**src/rtl/mem_arb_pkg.sv**
```systemverilog
// Shared types and constants for the two-master data RAM arbiter.
// Latency: n/a (package). Backpressure: n/a.
// Contents: FSM state enum, RV32I load/store width codes, command struct, legality check.
package mem_arb_pkg;

  localparam int MEM_WORDS_DEFAULT = 64;

  localparam logic [2:0] F3_B  = 3'b000;
  localparam logic [2:0] F3_H  = 3'b001;
  localparam logic [2:0] F3_W  = 3'b010;
  localparam logic [2:0] F3_BU = 3'b100;
  localparam logic [2:0] F3_HU = 3'b101;

  typedef enum logic [1:0] {
    ST_IDLE   = 2'd0,
    ST_ACCESS = 2'd1,
    ST_RESP   = 2'd2
  } state_t;

  // Command latched from the winning master; master=1 means m1.
  typedef struct packed {
    logic        master;
    logic        we;
    logic [2:0]  func3;
    logic [31:0] addr;
    logic [31:0] wdata;
  } cmd_t;

  // An access is legal when it is in range, naturally aligned for its width,
  // and uses a width code valid for its direction.
  function automatic logic access_legal(input logic        we,
                                        input logic [2:0]  func3,
                                        input logic [31:0] addr,
                                        input int unsigned mem_words);
    logic ok;
    ok = 1'b1;
    if ({2'b00, addr[31:2]} >= mem_words) ok = 1'b0;
    if (we) begin
      case (func3)
        F3_B:    ok = ok;
        F3_H:    if (addr[0]) ok = 1'b0;
        F3_W:    if (addr[1:0] != 2'b00) ok = 1'b0;
        default: ok = 1'b0;
      endcase
    end else begin
      case (func3)
        F3_B, F3_BU: ok = ok;
        F3_H, F3_HU: if (addr[0]) ok = 1'b0;
        F3_W:        if (addr[1:0] != 2'b00) ok = 1'b0;
        default:     ok = 1'b0;
      endcase
    end
    return ok;
  endfunction

endpackage

```
**src/rtl/load_extend.sv**
```systemverilog
// Extracts the addressed byte/half/word from a RAM word and sign/zero-extends it.
// Latency: combinational. Backpressure: none.
// Ports: func3 (width code), addr_lo (byte offset), word (RAM word) -> data (extended result).
module load_extend
  import mem_arb_pkg::*;
(
  input  logic [2:0]  func3,
  input  logic [1:0]  addr_lo,
  input  logic [31:0] word,
  output logic [31:0] data
);

  logic [7:0]  b;
  logic [15:0] h;

  always_comb begin
    b    = word[{addr_lo, 3'b000} +: 8];
    h    = addr_lo[1] ? word[31:16] : word[15:0];
    data = '0;
    case (func3)
      F3_B:    data = {{24{b[7]}}, b};
      F3_H:    data = {{16{h[15]}}, h};
      F3_W:    data = word;
      F3_BU:   data = {24'h0, b};
      F3_HU:   data = {16'h0, h};
      default: data = '0;
    endcase
  end

endmodule

```
**src/rtl/ram_arbiter.sv**
```systemverilog
// Round-robin arbiter giving two masters (m0 CPU, m1 debug/DMA) access to one data RAM.
// Latency: req sampled at edge N -> ack in the cycle after edge N+2; one access per 3 cycles.
// Backpressure: masters hold req until ack; the loser simply waits in IDLE for the next slot.
// Ports: clk/reset_n; m0_*/m1_* request (req, we, func3, addr, wdata) and response
// (ack, err, rdata); ram_* command out (we, func3, addr, wdata) and ram_rdata in.
module ram_arbiter
  import mem_arb_pkg::*;
#(
  parameter int MEM_WORDS = MEM_WORDS_DEFAULT
) (
  input  logic        clk,
  input  logic        reset_n,

  input  logic        m0_req,
  input  logic        m0_we,
  input  logic [2:0]  m0_func3,
  input  logic [31:0] m0_addr,
  input  logic [31:0] m0_wdata,
  output logic        m0_ack,
  output logic        m0_err,
  output logic [31:0] m0_rdata,

  input  logic        m1_req,
  input  logic        m1_we,
  input  logic [2:0]  m1_func3,
  input  logic [31:0] m1_addr,
  input  logic [31:0] m1_wdata,
  output logic        m1_ack,
  output logic        m1_err,
  output logic [31:0] m1_rdata,

  output logic        ram_we,
  output logic [2:0]  ram_func3,
  output logic [31:0] ram_addr,
  output logic [31:0] ram_wdata,
  input  logic [31:0] ram_rdata
);

  state_t      state;
  cmd_t        cmd;
  logic        last_m1;   // 1 when m1 held the most recent grant
  logic [31:0] cmd_word;  // RAM word captured at the end of ACCESS
  logic        grant_m1;
  logic        cmd_legal;
  logic        in_access;
  logic [31:0] ext_data;
  logic [31:0] resp_data;

  // m1 wins when alone, or on a tie when m0 was granted last.
  assign grant_m1  = m1_req && (!m0_req || !last_m1);
  assign cmd_legal = access_legal(cmd.we, cmd.func3, cmd.addr, int'(MEM_WORDS));
  assign in_access = (state == ST_ACCESS);

  // RAM command is decoded from state so reset removes the write strobe immediately.
  assign ram_we    = in_access && cmd.we && cmd_legal;
  assign ram_addr  = in_access ? cmd.addr  : '0;
  assign ram_func3 = in_access ? cmd.func3 : '0;
  assign ram_wdata = in_access ? cmd.wdata : '0;

  load_extend u_load_extend (
    .func3   (cmd.func3),
    .addr_lo (cmd.addr[1:0]),
    .word    (cmd_word),
    .data    (ext_data)
  );

  // Stores and illegal accesses return zero data.
  assign resp_data = (cmd_legal && !cmd.we) ? ext_data : '0;

  always_ff @(posedge clk or negedge reset_n) begin
    if (!reset_n) begin
      state    <= ST_IDLE;
      cmd      <= '0;
      last_m1  <= 1'b1;
      cmd_word <= '0;
      m0_ack   <= 1'b0;
      m0_err   <= 1'b0;
      m0_rdata <= '0;
      m1_ack   <= 1'b0;
      m1_err   <= 1'b0;
      m1_rdata <= '0;
    end else begin
      // Response outputs are single-cycle pulses.
      m0_ack   <= 1'b0;
      m0_err   <= 1'b0;
      m0_rdata <= '0;
      m1_ack   <= 1'b0;
      m1_err   <= 1'b0;
      m1_rdata <= '0;
      case (state)
        ST_IDLE: begin
          if (m0_req || m1_req) begin
            cmd.master <= grant_m1;
            cmd.we     <= grant_m1 ? m1_we    : m0_we;
            cmd.func3  <= grant_m1 ? m1_func3 : m0_func3;
            cmd.addr   <= grant_m1 ? m1_addr  : m0_addr;
            cmd.wdata  <= grant_m1 ? m1_wdata : m0_wdata;
            last_m1    <= grant_m1;
            state      <= ST_ACCESS;
          end
        end
        ST_ACCESS: begin
          cmd_word <= ram_rdata;
          state    <= ST_RESP;
        end
        ST_RESP: begin
          if (cmd.master) begin
            m1_ack   <= 1'b1;
            m1_err   <= !cmd_legal;
            m1_rdata <= resp_data;
          end else begin
            m0_ack   <= 1'b1;
            m0_err   <= !cmd_legal;
            m0_rdata <= resp_data;
          end
          state <= ST_IDLE;
        end
        default: state <= ST_IDLE;
      endcase
    end
  end

endmodule

```
**config.mk**
```make
export PLATFORM = sky130hd
export DESIGN_NAME = ram_arbiter
export DESIGN_NICKNAME = d
export VERILOG_FILES = /design/src/rtl/mem_arb_pkg.sv /design/src/rtl/load_extend.sv /design/src/rtl/ram_arbiter.sv
export SDC_FILE = /design/constraint.sdc
export NUM_CORES = 1
export LEC_CHECK = 0
export ABC_AREA = 1
export CAP_MARGIN = 5
export CORE_MARGIN = 2
export CORE_UTILIZATION = 40
export CTS_CLUSTER_SIZE = 24
export DETAILED_ROUTE_END_ITERATION = 6
export GPL_ROUTABILITY_DRIVEN = 0
export PLACE_DENSITY = 0.77
export SYNTH_ARGS = -nofsm -noshare
export SYNTH_HDL_FRONTEND = slang
export SYNTH_SLANG_ARGS = --single-unit
```
**constraint.sdc**
```tcl
create_clock -name clk -period 1.47 [get_ports clk]
set_input_delay 0.294 -clock clk [delete_from_list [all_inputs] [get_ports clk]]
set_output_delay 0.294 -clock clk [all_outputs]
set_load 0.05 [all_outputs]
```
==> impl_metrics.ini, run 1 <==
[routing]
vias = 8997
viasPerCell = 5.48
drt_iter0_markers = 833
ant_nets = 0
wl_per_cell_um = 21.5
drc = 0
routed_wl_mm = 35.4
drt_pass1_iterations = 5

[yosys]
synth-seq-cells = 172
syn_area_per_cell_sq_um = 8.07
netlist_instances = 975
synth_area_leader_cell = dfrtp_1
synthTopCellsByArea = dfrtp_1, nor2_1, nand2_1
syn_area_sq_um = 7870
synth_warnings = 0
syn_nets = 1147
yosysTopAreaCellShare = 0.544
synth_cell_types = 28
seq_area_frac_synth = 0.547

[sta]
hold_ws_ns = 0.303
tns_ns = -61.00
min_period_over_period = 1.46
fin_crit_ns = 2.14
max_freq_mhz = 467
slew_viol_final = 0
rsz0062_at_grt = true
hold_violations = 0
fin_ws_ns = -0.670
fin_skew_ns = 0.0166
final-setup-viol-count = 201
slew_headroom = 0.400
tightest_slew_ns = 0.900

[place]
dp_hpwl_mm = 20.1
postPlaceCellArea_sq_um = 13600
placed_cells = 1550
pre_cts_slack_ns = -0.300
io_buffer_count = 307

[die]
die_area_sq_um = 20800
dieWidth_um = 144
core-area_sq_um = 19400
boundaryPins = 308
rows = 51
die_y_um = 144
initial_core_util = 0.406

[run_status]
violations = negative setup slack
status = complete, but fails checks

[cells_and_area]
final_cells = 1643
final_net_count = 1534
design_area_sq_um = 16300
drive_gt1_frac = 0.410
fillers = 911
utilization = 0.842
syn2layout_area_growth_pct = 108

[clock_tree]
clock_sinks = 172
cts_max_path_buffers = 2
cts_tree = done
cts_htree_levels = 4
cts_buffers = 17
clk_latency_ns = 0.44
cts-root-buf = clkbuf_16
clkTransAtPathRegs_ns = 0.08

[global_routing]
grt_pass1_vias = 8580
grt_max_degree = 67
grt-ovfl-total = 0
grt_pass1_wl_mm = 45.5
grt_antenna_before_repair = 1
grt_usage = 0.286

[pwr]
vdd_ir_drop_max_mv = 1.30
power_mw = 33.2
p_per_area_nw_per_um2 = 2030
leakage_nw = 6.92

[worst_setup_path]
path_cells = nor2_2, nand2_1, nor2_1, nand2_2, nor2_4, o211ai_1, nor2_4, buf_12
cp_max_fo = 2
crit_path_max_incr_delay_ns = 0.41
start_kind = flop
cp.arrival_ns = 1.85
cpMostUsedCell = nor2_4
worst-setup-path-type = flop to output port
path_delay_family = simple AND/OR/NAND/NOR gates
crit_slowest_cell = dfrtp_1
cp.required_ns = 1.18
cp_num_buf_inv = 1
endpoint_kind = output port

[worst_hold_path]
hp-class = input port to async pin

[flow_run]
cap_violations = 0
## final cells by class
| class | instances | area [sq um] | area share |
|---|---|---|---|
| clock inverters | 15 | 171 | 0.0105 |
| well taps | 265 | 332 | 0.0203 |
| flip-flops and latches | 172 | 4310 | 0.264 |
| repair inverters | 1 | 16.3 | 0.000996 |
| clock buffers | 17 | 425 | 0.0260 |
| repair buffers | 430 | 6230 | 0.381 |
| diodes | 3 | 7.51 | 0.000460 |
| multi-input cells | 654 | 4510 | 0.276 |
| inverters | 86 | 335 | 0.0205 |
## final timing paths
check / startpoint / end / slack [ns] / depth (start not counted)
max: cmd[41]$_DFFE_PN0P_ / ram_we / -0.67 / 8
min: reset_n / cmd[19]$_DFFE_PN0P_ / 0.30 / 2
max reg2reg: cmd[48]$_DFFE_PN0P_ / m0_rdata[25]$_DFF_PN0_ / -0.49 / 11
min reg2reg: cmd[68]$_DFFE_PN0P_ / m0_ack$_DFF_PN0_ / 0.48 / 1
max in group asynchronous: reset_n / cmd[1]$_DFFE_PN0P_ / 0.53 / 3
min in group clk: ram_rdata[9] / cmd_word[9]$_DFFE_PN0N_ / 0.39 / 3
## cell usage in the layout (no fill, tap or decap), types with 38 or more instances in the layout
master / instances
buf_12: 170
buf_4: 40
clkdlybuf4s50_1: 170
dfrtp_1: 170
inv_1: 77
nand2_1: 187
nor2_1: 102
nor2_2: 44
nor2_4: 85
o21ai_2: 51
o22ai_1: 38
## report_power, final
group          internal, mW  switching [mW]  total (mW)
combinational          9.27            11.9        21.2
sequential             6.22            1.12        7.33
clock                  2.43            2.24        4.67
total                  17.9            15.2        33.2
## metal layers
metal | track usage | share of wire | vias up
li1 | - | - | 3905
met1 | 0.330 | 0.33 | 4402
met2 | 0.497 | 0.53 | 554
met3 | 0.0613 | 0.085 | 136
met4 | 0.154 | 0.050 | 0
met5 | 0 | 0 | -
## Yosys cell counts
cell type and n:
buf_6 4, dfrtp_1 171, nand3_2 10, nor2_2 2, nand2_1 192, nand3_1 58
inv_4 1, clkinv_1 2, nor2_1 228, a21oi_2 1, inv_1 80, or2_2 5
nor3_2 1, nor2_4 1, nand2_2 4, a21oi_1 1, buf_1 3, nand3b_1 1
inv_2 3, dfstp_2 1, and2_1 1, o22ai_1 68, o211ai_1 7, clkbuf_2 1
clkbuf_1 32, a21oi_4 1, o21ai_0 73, buf_2 23
## what timing repair did
item                       CTS  global route
setup buffers               19            33
pin swaps                   13           109
hold buffers                 1             0
cloned                      13             8
hold endpoints to repair    19             0
resized for setup           33           332
setup endpoints to repair  144           235
## cell families (layout without fill, tap and decap cells)
kind of cell    after synthesis  after routing  synth area share
compound gates              151            151             0.111
simple gates                503            503             0.263
buf+inv                     149            549            0.0790
flops                       172            172             0.547
other cells                   0              3                 0
## flip-flops by register name (all words and copies together) (netlist names)
register  cells
cmd          69
cmd_word     32
last_m1       1
m0_ack        1
m0_err        1
m0_rdata     32
m1_ack        1
m1_err        1
m1_rdata     32
state         2
(Power assumes the default switching activity.)
==> run 2: changes to the inputs <==
Settings changed: SKIP_LAST_GASP set to 1.
==> run 2 against run 1 <==
Compared with the run above:
- the flow still finishes with violations (negative setup slack)
- flip-flop and latch count is the same
- sequential power shrank 0.5%
- sequential share of layout area is 0.51 points higher
- worst setup slack better by 0.0070 ns
- count of clock-buffer cells in the layout did not move
- clock power fell by 0.9%
- worst hold slack lost 0.0027 ns
- cell count decreased by 0.61%
- clock skew down 0.00055 ns
- routed wire length shrank 3.9%
- core utilization fell by 1.6 points
- design area down 1.9%
- highest routed layer unchanged
==> impl_metrics.ini, run 2 (synthesis results as in run 1) <==
[worst_setup_path]
rrSetupSlack_ns = -0.46
r2r-start = cmd[51]$_DFFE_PN0P_
cp.required_ns = 1.18
ff2ff_path_depth = 11
r2r_end = m0_rdata[25]$_DFF_PN0_
worst-setup-path-type = flop to output port
path_cells = nor2_1, nand2_1, inv_1, nand2_1, nor2_4, o211ai_1, nor2_4, buf_12
crit_path_max_incr_delay_ns = 0.38
crit_slowest_cell = dfrtp_1
cp_max_fo = 2
endpoint_kind = output port
path_delay_family = simple AND/OR/NAND/NOR gates
cp.arrival_ns = 1.84
start_kind = flop
cp_num_buf_inv = 2

[routing]
drt_pass1_iterations = 5
drt_iter0_markers = 892
viasPerCell = 5.39
ant_nets = 0
vias = 8805
drc = 0
wl_per_cell_um = 20.8
routed_wl_mm = 34.0

[pwr]
combinationalPowerShare = 0.629
p_sw_frac = 0.461
p_clk_frac = 0.144
power.switching_mw = 14.8
p_per_area_nw_per_um2 = 2010
vdd_ir_drop_max_mv = 1.19
leakage_nw = 6.80
cell_internal_pwr_mw = 17.3
power_frac_seq = 0.227

[place]
dp_hpwl_mm = 20.1
io_buffer_count = 307

[cells_and_area]
final_common_cell = nand2_1
fillers = 977
final_cell_mix = nand2_1, dfrtp_1, clkdlybuf4s50_1, buf_12, nor2_1
largest_reg_flops = 69
syn2layout_area_growth_pct = 104
drive_gt1_frac = 0.387
final_net_count = 1524
largest-register = cmd
utilization = 0.826

[sta]
rsz0062_at_grt = true
fin_skew_ns = 0.0160
fin_ws_ns = -0.663
slew_viol_final = 0
slew_headroom = 0.569
final-setup-viol-count = 185
hold_violations = 0
min_period_over_period = 1.45
hold_ws_ns = 0.301
tightest_slew_ns = 0.646
max_freq_mhz = 469
fin_crit_ns = 2.13

[clock_tree]
cts_htree_levels = 4
cts-root-buf = clkbuf_16
cts_buffers = 17
cts_tree = done
clk_latency_ns = 0.44
clkTransAtPathRegs_ns = 0.08
cts_max_path_buffers = 2
clock_sinks = 172

[global_routing]
grt-ovfl-total = 0
grt_max_degree = 67
grt_usage = 0.287
grt_pass1_vias = 8642
grt_pass1_wl_mm = 45.7
grt_antenna_before_repair = 1

[die]
initial_core_util = 0.406
die_area_sq_um = 20800
dieWidth_um = 144
boundaryPins = 308
die_y_um = 144
core-area_sq_um = 19400
rows = 51

[worst_hold_path]
hp-class = input port to async pin

[flow_run]
cap_violations = 0

[run_status]
status = complete, but fails checks
violations = negative setup slack
[run 2: cell types whose count changed in the layout (fill, tap and decap cells not counted), sizes merged]
cell / before / now
clkbuf: 24 / 23
buf: 252 / 243
[run 2: what timing repair did]
action                                  CTS  global route
endpoints found under the setup margin  144           237
hold buffers                              1             0
pin swaps                                13           100
endpoints found under the hold margin    19             0
setup buffers                            19            29
gates resized for setup                  27           299
gates cloned                             13             6
[run 2: worst max-delay path by stage]
stage | startpoint | to | depth (start not counted)
final | cmd[53]$_DFFE_PN0P_ | ram_we | 8
after CTS | cmd[45]$_DFFE_PN0P_ | ram_we | 8
after floorplan | cmd[65]$_DFFE_PN0P_ | ram_we | 7
after global routing | cmd[42]$_DFFE_PN0P_ | ram_we | 8
after detailed placement | cmd[63]$_DFFE_PN0P_ | ram_we | 8
after global placement | cmd[63]$_DFFE_PN0P_ | ram_we | 8
[run 2: per-stage QoR]
| step | instances | area (sq um) | TNS (ns) | total power [mW] | setup slack, ns |
|---|---|---|---|---|---|
| 3_5_place_dp | 1550 | 13600 | -24.35 | 22.8 | -0.300 |
| 6_report | 1633 | 16000 | -57.06 | 32.2 | -0.663 |
| 2_1_floorplan | 975 | 8460 | -3.67 | 16.1 | -0.103 |
| 5_1_grt | 1631 | 16000 | -67.26 | 33.5 | -0.790 |
| 4_1_cts | 1615 | 14900 | -60.49 | 29.4 | -0.688 |
| 3_3_place_gp | 1550 | 13600 | -19.90 | 22.4 | -0.269 |
[run 2: final cells by class]
cell class | count | area [sq um] | share of cell area
multi-input cells | 654 | 4370 | 0.273
repair buffers | 420 | 6060 | 0.378
clock buffers | 17 | 425 | 0.0265
well taps | 265 | 332 | 0.0207
flip-flops and latches | 172 | 4310 | 0.269
clock inverters | 15 | 171 | 0.0107
repair inverters | 1 | 16.3 | 0.00101
diodes | 3 | 7.51 | 0.000468
inverters | 86 | 335 | 0.0209
[run 2: power by group through the flow]
stage	clock network, mW	registers, mW	logic (mW)
after floorplan	0	6.99	9.14
after CTS	4.60	7.13	17.7
after detailed placement	0	7.20	15.6
final	4.63	7.29	20.2
after global routing	4.86	7.40	21.2
after global placement	0	7.12	15.3
[run 2: metal layers]
| metal | share of wire | global-route usage |
|---|---|---|
| met4 | 0.057 | 0.161 |
| met2 | 0.53 | 0.494 |
| met3 | 0.079 | 0.0619 |
| met5 | 0 | 0 |
| met1 | 0.34 | 0.333 |
[run 2: worst reg2reg max path, stage by stage (launching register included)]
cell and delay (ns):
dfrtp_1 0.39, buf_4 0.16, nor2_4 0.12, nand2_4 0.07, nor2_4 0.14, nand3_4 0.09, a21oi_4 0.15, buf_12 0.15
buf_12 0.12, clkbuf_16 0.19, nand3_2 0.11, nor2_1 0.17
